### src/rtl/fwd_pkg.sv
// fwd_pkg
// Shared definitions for the operand forwarding / load-use interlock block.
//   SEL_RF, SEL_EXMEM, SEL_MEMWB : operand mux select codes (mux31x16 arg1/arg2/arg3)
//   REG_BITS_DEF                 : default register index width (16 registers)
package fwd_pkg;

    localparam int REG_BITS_DEF = 4;

    localparam logic [1:0] SEL_RF    = 2'b00;
    localparam logic [1:0] SEL_EXMEM = 2'b01;
    localparam logic [1:0] SEL_MEMWB = 2'b10;

endpackage

### src/rtl/fwd_cmp.sv
// fwd_cmp
// Combinational priority compare for one source operand of the ID instruction.
// Ports:
//   rs       in  : source register index
//   use_op   in  : the instruction actually reads this operand
//   ex_rd    in  : destination register tracked in EX
//   ex_we    in  : EX instruction writes ex_rd
//   mem_rd   in  : destination register tracked in MEM
//   mem_we   in  : MEM instruction writes mem_rd
//   sel      out : mux select code (EX beats MEM, otherwise register file)
//   ex_match out : this operand depends on the EX instruction's result
module fwd_cmp
    import fwd_pkg::*;
#(
    parameter int REG_BITS = REG_BITS_DEF
) (
    input  logic [REG_BITS-1:0] rs,
    input  logic                use_op,
    input  logic [REG_BITS-1:0] ex_rd,
    input  logic                ex_we,
    input  logic [REG_BITS-1:0] mem_rd,
    input  logic                mem_we,
    output logic [1:0]          sel,
    output logic                ex_match
);

    logic live;
    logic ex_hit;
    logic mem_hit;

    // r0 is hard-wired zero, so it never needs a forwarded value.
    assign live    = use_op & (rs != '0);
    assign ex_hit  = live & ex_we  & (rs == ex_rd);
    assign mem_hit = live & mem_we & (rs == mem_rd);

    // rs != 0 already guarantees ex_rd != 0 when the indices are equal.
    assign ex_match = ex_hit;

    always_comb begin
        sel = SEL_RF;
        if (ex_hit) begin
            sel = SEL_EXMEM;   // newest value wins over MEM
        end else if (mem_hit) begin
            sel = SEL_MEMWB;
        end
    end

endmodule

### src/rtl/fwd_unit.sv
// fwd_unit
// Operand forwarding and load-use interlock controller for the 16-bit pipeline.
// Tracks EX/MEM destination registers, registers the operand mux selects for
// the EX cycle, and raises a combinational one-cycle stall on load-use hazards.
// Ports:
//   clk, rst            : clock, asynchronous active-high reset
//   hold                : global pipeline freeze, no state advances
//   id_valid            : ID holds a real instruction
//   id_rs_a / id_rs_b   : ID source register indices
//   id_use_a / id_use_b : ID instruction reads the operand
//   id_rd, id_we        : ID destination register and write enable
//   id_load             : ID instruction is a load
//   sel_a, sel_b        : registered operand mux selects (valid in EX)
//   stall               : combinational load-use stall
//   stall_count         : saturating count of stall cycles
module fwd_unit
    import fwd_pkg::*;
#(
    parameter int REG_BITS = REG_BITS_DEF
) (
    input  logic                clk,
    input  logic                rst,
    input  logic                hold,
    input  logic                id_valid,
    input  logic [REG_BITS-1:0] id_rs_a,
    input  logic [REG_BITS-1:0] id_rs_b,
    input  logic                id_use_a,
    input  logic                id_use_b,
    input  logic [REG_BITS-1:0] id_rd,
    input  logic                id_we,
    input  logic                id_load,
    output logic [1:0]          sel_a,
    output logic [1:0]          sel_b,
    output logic                stall,
    output logic [15:0]         stall_count
);

    // Tracking state
    logic [REG_BITS-1:0] ex_rd_reg;
    logic                ex_we_reg;
    logic                ex_load_reg;
    logic [REG_BITS-1:0] mem_rd_reg;
    logic                mem_we_reg;
    logic [1:0]          sel_reg [2];
    logic [15:0]         count_reg;
    logic [15:0]         count_next;

    // Per-operand compare (index 0 = A, 1 = B)
    logic [REG_BITS-1:0] rs_arr   [2];
    logic                use_arr  [2];
    logic [1:0]          sel_calc [2];
    logic [1:0]          ex_match;

    assign rs_arr[0]  = id_rs_a;
    assign rs_arr[1]  = id_rs_b;
    assign use_arr[0] = id_use_a;
    assign use_arr[1] = id_use_b;

    generate
        for (genvar gi = 0; gi < 2; gi++) begin : g_cmp
            fwd_cmp #(
                .REG_BITS (REG_BITS)
            ) u_cmp (
                .rs       (rs_arr[gi]),
                .use_op   (use_arr[gi]),
                .ex_rd    (ex_rd_reg),
                .ex_we    (ex_we_reg),
                .mem_rd   (mem_rd_reg),
                .mem_we   (mem_we_reg),
                .sel      (sel_calc[gi]),
                .ex_match (ex_match[gi])
            );
        end
    endgenerate

    // A load in EX has no result yet; a dependent ID instruction must wait one
    // cycle. While frozen nothing moves, so the hazard is masked until release.
    assign stall = id_valid & ex_load_reg & ~hold & (|ex_match);

    assign count_next = (stall && count_reg != 16'hFFFF) ? count_reg + 16'd1 : count_reg;

    always_ff @(posedge clk or posedge rst) begin
        if (rst) begin
            ex_rd_reg   <= '0;
            ex_we_reg   <= 1'b0;
            ex_load_reg <= 1'b0;
            mem_rd_reg  <= '0;
            mem_we_reg  <= 1'b0;
            sel_reg[0]  <= SEL_RF;
            sel_reg[1]  <= SEL_RF;
            count_reg   <= '0;
        end else if (!hold) begin
            mem_rd_reg <= ex_rd_reg;
            mem_we_reg <= ex_we_reg;
            count_reg  <= count_next;
            if (stall || !id_valid) begin
                // Bubble into EX; ex_rd is irrelevant once ex_we is cleared.
                ex_we_reg   <= 1'b0;
                ex_load_reg <= 1'b0;
                sel_reg[0]  <= SEL_RF;
                sel_reg[1]  <= SEL_RF;
            end else begin
                ex_rd_reg   <= id_rd;
                ex_we_reg   <= id_we & id_valid;
                ex_load_reg <= id_load;
                sel_reg[0]  <= sel_calc[0];
                sel_reg[1]  <= sel_calc[1];
            end
        end
    end

    assign sel_a       = sel_reg[0];
    assign sel_b       = sel_reg[1];
    assign stall_count = count_reg;

endmodule

### config.mk
export PLATFORM = sky130hd
export DESIGN_NAME = fwd_unit
export DESIGN_NICKNAME = d
export VERILOG_FILES = /design/src/rtl/fwd_pkg.sv /design/src/rtl/fwd_cmp.sv /design/src/rtl/fwd_unit.sv
export SDC_FILE = /design/constraint.sdc
export NUM_CORES = 1
export LEC_CHECK = 0
export BUFFER_PORTS_ARGS = -buffer_cell sky130_fd_sc_hd__clkbuf_2
export CORE_ASPECT_RATIO = 0.75
export CORE_MARGIN = 2
export CORE_UTILIZATION = 47
export DETAILED_ROUTE_END_ITERATION = 12
export HOLD_SLACK_MARGIN = 0.05
export PLACE_DENSITY = 0.71
export SLEW_MARGIN = 20
export SYNTH_ARGS = -nofsm -noshare
export SYNTH_HDL_FRONTEND = slang
export SYNTH_SLANG_ARGS = --single-unit
### constraint.sdc
create_clock -name clk -period 2.4 [get_ports clk]
set_clock_uncertainty 0.1 [all_clocks]
set_input_delay 0.12 -clock clk [delete_from_list [all_inputs] [get_ports clk]]
set_output_delay 0.12 -clock clk [all_outputs]
set_load 0.01 [all_outputs]
==> out/results.txt, run 1 <==
Fin worst setup slack: 0.0724 ns
Top_reg_cell synth: dfrtp_1
Non-Filler Instances: 254
CP Capture Type: flop
Pint: 0.829 mW
Later-pin clock latency in the skew report: 0.28 ns
Slew margin rel.: 71.5%
GRT Overall Usage: 21.1%
Wire per inst: 15.1 um
Final RePlAce weighted congestion: 0.929
Clock buffer count from CTS: 5
WP buf/inv: 1
CP max stage cell: or4_1
DRC Markers: 0
Layout area overhead: 26.3%
Die Width: 73.2 um
Switch share: 25.5%
Leak Pwr: 1.04 nW
CTS tree: yes
Final Hold Viols: 0
Synthesized instance count: 158
Drt pass-1 iters: 4
Clock Path Buffers: 2
Placed cell count: 240
Placeable Area: 3360 um2
Unrepaired setup endpoints after global routing: no
Num Clock Sinks: 31
Final Max Slew Viols: 0
Status: finished clean
Yosys cell types: 35
Yosys warnings: 0
TNS Setup: 0 ns
Synthesized area: 1690 um2
Largest area contributor in the synthesized netlist: dfrtp_1
Clock slew at reported path FFs: 0.06 ns
Chip height: 55.9 um
Critical path's largest stage delay: 0.53 ns
DRT iter0 DRCs: 73
Cells along the critical path: xor2_1 -> or4_1 -> a21oi_2 -> nor2_2 -> buf_4 -> nor3_1 -> mux2_2
Max Clk Rate: 430 MHz
EDFF count, synth: 0
Rows: 18
Flop2flop setup slack: 0.07 ns
Drt total wl: 3850 um
Total number of vias: 1398
Clk pwr share: 32.8%
Final setup viols: 0
Number of diodes: 0
Initial antenna violation count: 0
Crit Path Class: reg2reg
Most frequent cells in the layout: clkbuf_2 (40), dfrtp_1 (31), xor2_1 (20)
Critical Path Source Type: flop
Max cap viols: 0
Syn_nets: 179
Crit path DAT: 2.39 ns
Full die area: 4090 um2
Commonest non-fill, non-tap cell in the layout: clkbuf_2
Final Critical Period: 2.33 ns
Pin count of the biggest net entering global routing: 32
WP data required: 2.46 ns
Reg power frac: 53.3%
Vias in the first global route: 1380
Sequential fraction of the synthesis area: 46.0%
Logic pwr share: 13.9%
Avg Cell Area, Syn: 10.7 um2
NetSw: 0.284 mW
Max FFs per register: 16
Cell Pwr Density: 522 nW/um2
VDD IR max: 383 uV
CTS Root Cell: clkbuf_8
Global-route wire length before repair: 6610 um
Delay-heaviest family, CP: simple AND/OR/NAND/NOR gates
Ports: 41
Yosys reg bits: 31
PortBufs: 40
H-tree depth: 2
Antenna-violating nets left: 0
Post-synth ARST share: 100%
Nets@finish: 236
Post-DR vias/cell: 5.50
Slew @ Worst Pin: 0.426 ns
Total gr overflow: 0
Synth area leaders: dfrtp_1 (46%), xor2_1 (10%), mux2_2 (6.7%)
Post-synth top area share: 46.0%
Worst Path Max Fanout: 13
Final Cycle Share: 97.0%
Initial Utilization: 50.3%
Share of cells above drive strength 1: 33.6%
HP Class: in2reg
Setup slack after placement: 0.0770 ns
DP HPWL: 2940 um
-- power by group through the flow --
stage	clock (mW)	sequential [mW]	combinational (mW)
floorplan	0	0.589	0.101
global placement	0	0.598	0.140
detailed placement	0	0.602	0.143
CTS	0.377	0.592	0.154
global route	0.402	0.597	0.170
finish	0.365	0.593	0.154
-- kinds of logic after synthesis --
logic type	share of synthesized area [%]
AOI/OAI and AO/OA	6.08
adders and majority gates	0.741
DFF	46.0
and+or+nand+nor	23.0
buffers and inverters	2.15
xor gates and xnor gates	14.5
muxes	7.56
-- tightest hold or removal path: cells and delay by family --
family	cells	cell delay, ns
AND/OR/NAND/NOR	2	0.18
buffers and inverters	1	0.10
AO/OA/AOI/OAI	1	0.06
-- final cells by class --
cell class                 count  area (um2)
fill                         299        1220
timing repair buffer          54         325
sequential                    31         776
inverter                       5        18.8
tap                           40        50.0
multi-input combinational    118         890
clock buffer                   6        72.6
-- repair_timing --
item                       CTS  global route
setup endpoints to repair    0             2
hold endpoints to repair    38             0
setup buffers                0             0
gates resized for setup      0             3
hold buffers                 8             0
-- path summary, 6_finish.rpt --
kind	from	endpoint	cells after the start
max in group asynchronous	rst	stall_count[5]$_DFFE_PP0P_	4
min reg2reg	sel_b[1]$_DFFE_PP0N_	sel_b[1]$_DFFE_PP0N_	2
max	ex_rd_reg[3]$_DFFE_PP0P_	stall_count[12]$_DFFE_PP0P_	7
min in group asynchronous	rst	stall_count[0]$_DFFE_PP0P_	4
min	id_use_b	sel_b[1]$_DFFE_PP0N_	4
max reg2reg	ex_rd_reg[3]$_DFFE_PP0P_	stall_count[12]$_DFFE_PP0P_	7
-- metal layers --
layer | wire, um | up-vias | track usage, %
li1 | - | 677 | -
met1 | 1880 | 669 | 30.1
met2 | 1720 | 45 | 30.6
met3 | 183 | 7 | 5.25
met4 | 62 | 0 | 8.20
met5 | 0 | - | 0
-- synthesized netlist by cell type (2+ instances only) --
master / n
a22o_1: 2
and2_1: 3
and3_1: 3
and4_1: 2
buf_2: 2
clkbuf_1: 2
dfrtp_1: 31
inv_1: 5
mux2_2: 10
nand2_1: 13
nand3_1: 13
nand4_1: 4
nor2_1: 3
nor3_1: 10
nor4_1: 4
nor4_2: 2
o21ai_0: 3
or3_4: 2
or4_1: 2
xnor2_1: 8
xor2_1: 20
-- per-stage QoR --
stage	instance area [um2]	hold slack (ns)	power, mW	utilization (%)
2_1_floorplan	1690	0.124	0.690	-
4_1_cts	2120	0.114	1.12	63.1
5_1_grt	2130	0.124	1.17	63.5
3_3_place_gp	1970	0.0945	0.738	58.6
3_5_place_dp	1970	0.0996	0.745	58.6
6_report	2130	0.124	1.11	63.5
Power figures use the tool's default switching activity.
==> inputs of run 2 (changes only) <==
- CORE_ASPECT_RATIO: 0.75 -> unset
==> out/results.txt, run 2 (synthesized netlist as in run 1, its figures left out) <==
NetSw: 0.303 mW
Reg power frac: 52.5%
Most frequent cells in the layout: clkbuf_2 (39), dfrtp_1 (31), xor2_1 (20)
Fin worst setup slack: 0.0636 ns
Leak Pwr: 1.09 nW
Share of cells above drive strength 1: 36.3%
GRT Overall Usage: 21.7%
Cell Pwr Density: 504 nW/um2
Chip height: 63.9 um
Switch share: 27.1%
Clock slew at reported path FFs: 0.10 ns
WP data required: 2.18 ns
Slew margin rel.: 64.7%
Clock Path Buffers: 2
Wire per inst: 15.3 um
Initial Utilization: 49.8%
Final Hold Viols: 0
Commonest non-fill, non-tap cell in the layout: clkbuf_2
Clock buffer count from CTS: 5
PortBufs: 40
Final RePlAce weighted congestion: 0.831
CTS tree: yes
Clk pwr share: 31.9%
Setup slack after placement: 0.0567 ns
CP Capture Type: primary output
Final setup viols: 0
DRC Markers: 0
Max Clk Rate: 428 MHz
Drt pass-1 iters: 4
DRT iter0 DRCs: 85
H-tree depth: 2
Total number of vias: 1490
Drt total wl: 4160 um
Initial antenna violation count: 0
Vias in the first global route: 1400
Final Cycle Share: 97.3%
Pin count of the biggest net entering global routing: 32
Post-DR vias/cell: 5.48
DP HPWL: 2850 um
Nets@finish: 246
Final Critical Period: 2.34 ns
Placeable Area: 3390 um2
HP Class: in2reg
Critical Path Source Type: flop
Final Util: 65.5%
Fillers: 274
Crit path DAT: 2.12 ns
Antenna-violating nets left: 0
Total gr overflow: 0
Slew @ Worst Pin: 0.516 ns
Rows: 21
CTS Root Cell: clkbuf_4
Logic pwr share: 15.6%
Pint: 0.817 mW
Final Max Slew Viols: 0
Num Clock Sinks: 31
Full die area: 4090 um2
Crit Path Class: reg2out
VDD IR max: 294 uV
Layout area overhead: 31.6%
Max FFs per register: 16
Ports: 41
Max cap viols: 0
Status: finished clean
Number of diodes: 0
Later-pin clock latency in the skew report: 0.35 ns
Die Width: 63.9 um
Worst Path Max Fanout: 6
Global-route wire length before repair: 6710 um
run 2: power by group through the flow:
| stage | Sequential, mW | Clock, mW | Combinational, mW |
|---|---|---|---|
| 3_5_place_dp | 0.598 | 0 | 0.144 |
| 5_1_grt | 0.592 | 0.390 | 0.191 |
| 4_1_cts | 0.588 | 0.362 | 0.157 |
| 6_report | 0.588 | 0.357 | 0.175 |
| 3_3_place_gp | 0.596 | 0 | 0.141 |
| 2_1_floorplan | 0.589 | 0 | 0.101 |
run 2: stage by stage:
step	cell area, um2	hold WS (ns)	power (mW)	TNS [ns]	cells
floorplan	1690	0.124	0.690	0	158
global placement	1970	0.0910	0.737	0	246
detailed placement	1970	0.102	0.742	0	246
CTS	2140	0.0677	1.11	0	263
global route	2220	0.0842	1.17	-0.118	272
finish	2220	0.0669	1.12	0	272
run 2: layout make-up:
| type | count | area (um2) | share of cell area (%) |
|---|---|---|---|
| multi-input cells | 119 | 901 | 40.6 |
| repair buffers | 63 | 399 | 18.0 |
| well taps | 46 | 57.6 | 2.59 |
| flip-flops and latches | 31 | 776 | 34.9 |
| clock buffers | 8 | 68.8 | 3.10 |
| inverters | 5 | 18.8 | 0.845 |
run 2: final timing paths:
| check | start | to | slack (ns) | depth (start not counted) |
|---|---|---|---|---|
| min in group asynchronous | rst | ex_rd_reg[1]$_DFFE_PP0P_ | 0.26 | 4 |
| min | id_rs_a[3] | sel_a[1]$_DFFE_PP0N_ | 0.07 | 4 |
| max in group asynchronous | rst | stall_count[14]$_DFFE_PP0P_ | 1.66 | 4 |
| max reg2reg | ex_rd_reg[3]$_DFFE_PP0P_ | ex_rd_reg[3]$_DFFE_PP0P_ | 0.07 | 6 |
| min reg2reg | stall_count[7]$_DFFE_PP0P_ | stall_count[7]$_DFFE_PP0P_ | 0.39 | 1 |
| max | ex_rd_reg[2]$_DFFE_PP0P_ | stall | 0.06 | 7 |
run 2: per-layer routing:
layer	vias up	track usage (%)	wire (um)
li1	704	-	-
met1	718	29.1	1810
met2	58	33.1	2000
met3	10	4.40	235
met4	0	11.1	116
met5	-	0	0
run 2: what timing repair did:
action | 4_1_cts | 5_1_grt
setup endpoints to repair | 1 | 6
hold endpoints to repair | 39 | 0
pin swaps | 0 | 3
gates cloned | 0 | 1
buffers inserted | 0 | 8
gates resized for setup | 2 | 4
hold buffers | 9 | 0
run 2: worst max-delay path: stages, from the launching register on:
cell     delay (ns)
dfrtp_1        0.43
xor2_1         0.17
or4_4          0.49
a21oi_4        0.21
nor2_4         0.09
buf_6          0.15
nor2_1         0.09
buf_2          0.14
==> inputs of run 3 (changes only) <==
- RECOVER_POWER: unset -> 25
- TNS_END_PERCENT: unset -> 1
==> out/results.txt, run 3 (synthesized netlist as in run 1, its figures left out) <==
Max FFs per register: 16
DP HPWL: 2850 um
Share of cells above drive strength 1: 35.7%
Rows: 21
Status: complete, but fails checks
Initial Utilization: 49.8%
Slew @ Worst Pin: 1.62 ns
Max Clk Rate: 423 MHz
Placeable Area: 3390 um2
Most frequent cells in the layout: clkbuf_2 (39), dfrtp_1 (31), xor2_1 (20)
Drt pass-1 iters: 4
Later-pin clock latency in the skew report: 0.35 ns
Power, Total: 1.11 mW
Final RePlAce weighted congestion: 0.831
Final Cycle Share: 98.4%
Antenna-violating nets left: 0
Slew margin rel.: -7.90%
Die Width: 63.9 um
CP Capture Type: flop
Leak Pwr: 1.08 nW
Area after DPL: 1970 um2
Switch share: 27.1%
Full die area: 4090 um2
Drt total wl: 4140 um
PortBufs: 40
Total number of vias: 1481
Pint: 0.813 mW
Logic pwr share: 15.1%
Worst Path Max Fanout: 5
WP data required: 2.53 ns
Final Critical Period: 2.36 ns
Multi-input logic area: 903 um2
Global-route wire length before repair: 6710 um
WHS: 0.0698 ns
Critical Path Source Type: flop
Chip height: 63.9 um
HP Class: in2reg
Crit Path Class: reg2reg
DRC Markers: 0
Register area: 776 um2
Final setup viols: 0
VDD IR max: 301 uV
Commonest non-fill, non-tap cell in the layout: clkbuf_2
Total gr overflow: 0
Max cap viols: 1
Vias in the first global route: 1400
Clock slew at reported path FFs: 0.10 ns
CTS Root Cell: clkbuf_4
Reg power frac: 52.9%
Post-DR vias/cell: 5.49
GRT Overall Usage: 21.7%
Final Hold Viols: 0
DRT iter0 DRCs: 135
Number of diodes: 0
Ports: 41
Wire per inst: 15.3 um
NetSw: 0.302 mW
Pin count of the biggest net entering global routing: 32
Clock buffer count from CTS: 5
Initial antenna violation count: 0
Final Util: 65.0%
H-tree depth: 2
Post-Layout Inst Area: 2200 um2
Layout area overhead: 30.6%
Final Max Slew Viols: 32
Cell Pwr Density: 505 nW/um2
Crit path DAT: 2.50 ns
Clock Path Buffers: 2
Num Clock Sinks: 31
Fillers: 279
Clk pwr share: 32.0%
CTS tree: yes
Failing checks: max-capacitance violations, max-slew violations
Nets@finish: 244
-- run 3: cell types whose count changed in the layout (fill, tap and decap cells not counted), sizes merged --
cell,previous run,this run
buf,15,12
clkbuf,47,48
-- run 3: critical path: stages (launching register included) --
cell and delay, ns:
dfrtp_1 0.43, xor2_1 0.16, or4_4 0.53, a21oi_4 0.21, nor2_4 0.09, or3_4 0.42, mux2_4 0.31
-- run 3: worst paths after layout --
check,startpoint,endpoint,slack [ns],depth (start not counted)
hold reg to reg,stall_count[7]$_DFFE_PP0P_,stall_count[7]$_DFFE_PP0P_,0.39,1
setup / recovery,ex_rd_reg[1]$_DFFE_PP0P_,stall_count[1]$_DFFE_PP0P_,0.04,6
max in group asynchronous,rst,mem_rd_reg[1]$_DFFE_PP0N_,0.51,4
setup reg to reg,ex_rd_reg[1]$_DFFE_PP0P_,stall_count[1]$_DFFE_PP0P_,0.04,6
min in group asynchronous,rst,ex_rd_reg[1]$_DFFE_PP0P_,0.76,4
hold / removal,id_rs_a[3],sel_a[1]$_DFFE_PP0N_,0.07,4
-- run 3: stage by stage --
step	setup TNS (ns)	instances	setup WS (ns)
floorplan	0	158	0.151
global placement	0	246	0.104
detailed placement	0	246	0.0567
CTS	0	263	0.00289
global route	-0.299	270	-0.0667
finish	0	270	0.0385
-- run 3: timing repair --
item                                   4_1_cts  5_1_grt
hold buffers                                 9        0
cloned                                       0        1
buffers inserted                             0        6
endpoints found under the hold margin       39        0
setup endpoints to repair                    1        6
gates resized for setup                      2        5
pin swaps                                    0        6
-- run 3: routing by layer --
layer  up-vias  GRT usage [%]  part of all wire (%)
met3        10           4.40                   6.4
met4         0           11.1                   2.8
li1        697              -                     -
met2        65           33.1                    48
met1       709           29.1                    43
met5         -              0                     0
-- run 3: power by group through the flow --
stage / Clock, mW / Sequential, mW / Combinational [mW]
6_report: 0.356 / 0.590 / 0.168
3_5_place_dp: 0 / 0.598 / 0.144
5_1_grt: 0.390 / 0.595 / 0.183
3_3_place_gp: 0 / 0.596 / 0.141
2_1_floorplan: 0 / 0.589 / 0.101
4_1_cts: 0.362 / 0.588 / 0.157
-- run 3: area by class of cell --
| type | count | share of cell area, % |
|---|---|---|
| clock buffer | 8 | 3.12 |
| inverter | 5 | 0.851 |
| multi-input combinational | 119 | 41.0 |
| sequential | 31 | 35.2 |
| tap | 46 | 2.61 |
| timing repair buffer | 61 | 17.3 |
